$ cat config.mk
export PLATFORM = sky130hd
export DESIGN_NAME = fetch_stage_ctrl
export DESIGN_NICKNAME = d
export VERILOG_FILES = /design/src/rtl/fetch_stage_ctrl.sv
export SDC_FILE = /design/constraint.sdc
export NUM_CORES = 1
export LEC_CHECK = 0
export CAP_MARGIN = 10
export CORE_ASPECT_RATIO = 1.25
export CORE_UTILIZATION = 49
export CTS_CLUSTER_SIZE = 12
export DETAILED_ROUTE_END_ITERATION = 16
export PLACE_DENSITY = 0.84
export REMOVE_ABC_BUFFERS = 1
export SYNTH_ARGS = -nofsm -noshare
export SYNTH_HDL_FRONTEND = slang
export SYNTH_SLANG_ARGS = --single-unit
$ cat constraint.sdc
create_clock -name clk -period 4.9 [get_ports clk]
set_clock_uncertainty 0.05 [all_clocks]
set_input_delay 1.225 -clock clk [delete_from_list [all_inputs] [get_ports clk]]
set_output_delay 1.225 -clock clk [all_outputs]
set_load 0.005 [all_outputs]
$ cat src/rtl/fetch_stage_ctrl.sv
// Fetch-side PC register, F/D pipeline register and one-entry decode hold buffer.
// Define FETCH_PERF_CNT_EN to add saturating stall/flush event counters.
module fetch_stage_ctrl #(
    parameter int unsigned     XLEN     = 32,
    parameter logic [XLEN-1:0] RESET_PC = '0,
    parameter logic [XLEN-1:0] NOP_INST = XLEN'(32'h0000_0013)
) (
    input  logic            clk,
    input  logic            rst_n,
    input  logic            PC_stall,
    input  logic            F_D_stall,
    input  logic            F_D_flush,
    input  logic            E_M_branch_taken,
    input  logic [XLEN-1:0] E_M_jb_target,
    output logic [XLEN-1:0] im_addr,
    input  logic [XLEN-1:0] im_rdata,
    output logic [XLEN-1:0] F_D_pc,
`ifdef FETCH_PERF_CNT_EN
    output logic [31:0]     stall_cnt,
    output logic [31:0]     flush_cnt,
`endif
    output logic [XLEN-1:0] F_D_inst,
    output logic            F_D_valid
);

    logic [XLEN-1:0] pc_q, pc_d;
    logic [XLEN-1:0] fd_pc_q, fd_pc_d;
    logic            valid_q, valid_d;
    logic [XLEN-1:0] hold_q, hold_d;
    logic            held_q, held_d;

    // Redirect targets are word aligned; the low target bits are deliberately dropped.
    logic unused_target_lsbs;
    assign unused_target_lsbs = ^E_M_jb_target[1:0];

    always_comb begin
        pc_d = pc_q + XLEN'(4);
        if (E_M_branch_taken) begin
            pc_d = {E_M_jb_target[XLEN-1:2], 2'b00};
        end else if (PC_stall) begin
            pc_d = pc_q;
        end
    end

    always_comb begin
        fd_pc_d = fd_pc_q;
        valid_d = valid_q;
        if (F_D_flush) begin
            fd_pc_d = pc_q;
            valid_d = 1'b0;
        end else if (!F_D_stall) begin
            fd_pc_d = pc_q;
            valid_d = 1'b1;
        end
    end

    // Capture the memory word on the first stalled edge; the memory moves on afterwards.
    always_comb begin
        hold_d = hold_q;
        held_d = 1'b0;
        if (F_D_stall && !F_D_flush) begin
            held_d = 1'b1;
            if (!held_q) begin
                hold_d = im_rdata;
            end
        end
    end

    always_ff @(posedge clk) begin
        if (!rst_n) begin
            pc_q    <= RESET_PC;
            fd_pc_q <= '0;
            valid_q <= 1'b0;
            hold_q  <= '0;
            held_q  <= 1'b0;
        end else begin
            pc_q    <= pc_d;
            fd_pc_q <= fd_pc_d;
            valid_q <= valid_d;
            hold_q  <= hold_d;
            held_q  <= held_d;
        end
    end

    assign im_addr   = pc_q;
    assign F_D_pc    = fd_pc_q;
    assign F_D_valid = valid_q;
    assign F_D_inst  = !valid_q ? NOP_INST : (held_q ? hold_q : im_rdata);

`ifdef FETCH_PERF_CNT_EN
    logic [31:0] stall_cnt_q, stall_cnt_d;
    logic [31:0] flush_cnt_q, flush_cnt_d;

    always_comb begin
        stall_cnt_d = stall_cnt_q;
        flush_cnt_d = flush_cnt_q;
        if (PC_stall && (stall_cnt_q != 32'hFFFF_FFFF)) begin
            stall_cnt_d = stall_cnt_q + 32'd1;
        end
        if (F_D_flush && (flush_cnt_q != 32'hFFFF_FFFF)) begin
            flush_cnt_d = flush_cnt_q + 32'd1;
        end
    end

    always_ff @(posedge clk) begin
        if (!rst_n) begin
            stall_cnt_q <= '0;
            flush_cnt_q <= '0;
        end else begin
            stall_cnt_q <= stall_cnt_d;
            flush_cnt_q <= flush_cnt_d;
        end
    end

    assign stall_cnt = stall_cnt_q;
    assign flush_cnt = flush_cnt_q;
`endif

endmodule

==> metrics.txt <==
worst-path maximum fanout=2; Synth Area per Inst=about 8 sq um; setup violators final=0; Placement Rows=39; number of max-cap violations=0; P_int=1430 uW; vias per cell=roughly 5.4; overall power=roughly 1900 uW; Post-Syn Area=between 0.004 and 0.005 sq mm; Final Instance Area=around 0.0067 sq mm; height of the die=roughly 110 um; crit path kind=in -> out; gpl congestion=0.809; Fmax=about 0.26 GHz; clk buf depth=2; HP Class=reg -> reg; most common cell after layout, fill and taps aside=clkdlybuf4s50_1; routed len/inst=around 15 um; drt drc=0; DR WL met2=around 6.3 mm; Slew @ Worst Pin=approximately 1.2 ns; Worst-path clk slew=~0.06 ns; Max stage delay on crit path=between 0.5 and 0.6 ns; Core Area=0.00927 sq mm; Leak=0.00236 uW; Switching Share=24.1%; router iterations before antenna repair=4; Inserted Clock Buffers=9; most used cell, CP=clkdlybuf4s50_1; initial DRC count=166; hold buffers post-CTS=0; CP Capture Type=output port; Antenna Violating Nets Remaining=0; Max Used Layer=met4; status=finished clean; Power Dens Cells=~280 mW/mm^2; Max Slew Vio Count=0; WL final=about 13 mm; nets@finish=between 700 and 800; Synthesis Warnings=0; RSZ-0062 raised after global routing=no; Placed Cells=between 800 and 900; Clk Latency, worst-skew pair=~0.34 ns; final hold vios=0; All-Layer GR Usage=25.6%; share of cells above drive strength 1=between 4 and 5%; number of inserted diodes=0; Met1 Wirelength=5.40 mm; share of total power in combinational logic=14.6%; most frequent cells in the layout=clkdlybuf4s50_1, nand2_1, dfxtp_1, a21boi_0; CTS resizes=0; # port buffers=160; Final Non-Filler Cells=853; Syn Inst Count=slightly below 600; Peak supply drop=between 150 and 200 uV; die extent in x=90.1 um; post-synthesis sequential element count=94; worst rel slew slack=between 20% and 30%; placed instance area=approximately 0.0064 sq mm; sequential cell area fraction in the yosys report=roughly two fifths; final worst path period share=between 70% and 80%; initial antenna violation count=0; Fin Setup TNS=0 ns; CP max stage cell=clkdlybuf4s50_1; die area=between 0.01 and 0.015 sq mm; Sequential Power Share=about 45%; Initial Utilization=51.2%; first-pass GRT wire length=approximately 21 mm; Clock Sinks=94; via count=about 4.6k; nature of the critical path startpoint=input port; Layout area overhead=41.6%; CTS HTree Levels=3; Netlist cell types=49; Psw=between 400 and 500 uW; WL met3=about 910 um; WP data required=approximately 3.6 ns; I/O pin count=~170; vias in the first global route=between 4k and 5k; postcts setup bufs=0; Root Driver=clkbuf_16; CP Cell Sequence=clkdlybuf4s50_1 -> mux2i_1 -> nor2b_1 -> clkdlybuf4s50_1; post-DP HPWL=between 8 and 9 mm; grt total ovfl=0; Final min period=roughly 3.8 ns; CTS tree=yes; Arr. time, crit path=2.51 ns; largest net degree at the start of global routing=63; Clock Power Share=40.0%
-- power groups by stage --
stage	combinational (uW)	sequential [uW]	clock (uW)
3_3_place_gp	268	871	0
4_1_cts	276	857	770
2_1_floorplan	102	863	0
6_report	276	857	757
5_1_grt	302	864	792
3_5_place_dp	274	874	0
-- layer usage --
metal  vias to the layer above  track usage [%]
met5                         -                0
met4                         0             10.5
met1                      2090             30.5
li1                       2305                -
met2                       188             44.2
met3                        28             6.17
-- stage by stage --
| stage | util (%) | setup WS, ns | hold slack [ns] |
|---|---|---|---|
| final | 72.5 | 1.11 | 0.411 |
| after global routing | 72.5 | 1.05 | 0.435 |
| after CTS | 72.4 | 1.08 | 0.415 |
| after detailed placement | 68.9 | 1.09 | 0.406 |
| after global placement | 68.9 | 1.10 | 0.399 |
| after floorplan | - | 1.39 | 0.393 |
-- worst max-delay path: cells and delay by family --
kind                   cells  cell delay, ns
buffers and inverters      2            1.01
muxes                      1            0.07
and+or+nand+nor            1            0.21
-- path summary, 6_finish.rpt --
path	startpoint	to	slack (ns)	cells past startpoint
setup reg to reg	im_addr[9]	im_addr[27]	2.37	4
setup / recovery	im_rdata[26]	F_D_inst[26]	1.11	4
hold reg to reg	F_D_pc[13]	F_D_pc[13]	0.41	2
hold / removal	F_D_pc[13]	F_D_pc[13]	0.41	2
-- Yosys cell counts (all sizes together) --
master / count / share of area [%]
nand2: 159 / 13
dfxtp: 94 / 40
a21boi: 63 / 10
clkbuf: 38 / 3.0
nor2b: 34 / 4.5
mux2i: 33 / 7.0
o21ai: 24 / 2.5
nand4: 11 / 1.4
nor4: 9 / 1.2
buf: 8 / 1.0
or4: 8 / 1.3
nand3: 7 / 0.74
nor2: 7 / 0.55
xnor2: 7 / 1.3
a211oi: 6 / 0.95
a31oi: 6 / 0.79
nand2b: 6 / 0.79
nor3: 6 / 0.63
o211a: 6 / 1.3
a21oi: 5 / 0.53
and2: 4 / 0.53
and4: 4 / 0.74
nand4b: 4 / 0.87
nor3b: 4 / 0.63
o31ai: 4 / 0.63
xor2: 4 / 0.74
inv: 3 / 0.24
o211ai: 3 / 0.47
or3: 3 / 0.40
and3: 2 / 0.26
nor4b: 2 / 0.37
o311ai: 2 / 0.37
or2: 2 / 0.26
or3b: 2 / 0.37
a311oi: 1 / 0.18
and3b: 1 / 0.18
conb: 1 / 0.079
ha: 1 / 0.26
nand3b: 1 / 0.16
o21a: 1 / 0.16
o311a: 1 / 0.21
o31a: 1 / 0.18
-- cells by family after synthesis --
group | Yosys count | synth area share [%]
AOI/OAI and AO/OA | 123 | 18.2
muxes | 33 | 6.95
other | 1 | 0.0790
buffers and inverters | 49 | 4.27
adders and majority gates | 1 | 0.263
DFF | 94 | 39.6
xor gates and xnor gates | 11 | 2.03
and+or+nand+nor | 276 | 28.6
-- registers in the layout, indices dropped and copies added, names as in the netlist --
register   cells
hold_q        32
F_D_pc        30
im_addr       30
F_D_valid      1
held_q         1
-- final cells by class --
cell class,count,area (sq um)
Multi-Input combinational cell,448,2680
Fill cell,726,2550
Sequential cell,94,1880
Timing Repair Buffer,169,1670
Clock buffer,10,239
Tap cell,123,154
Clock inverter,6,83.8
Inverter,3,11.3
No activity file was read; power rests on OpenSTA's default activity.
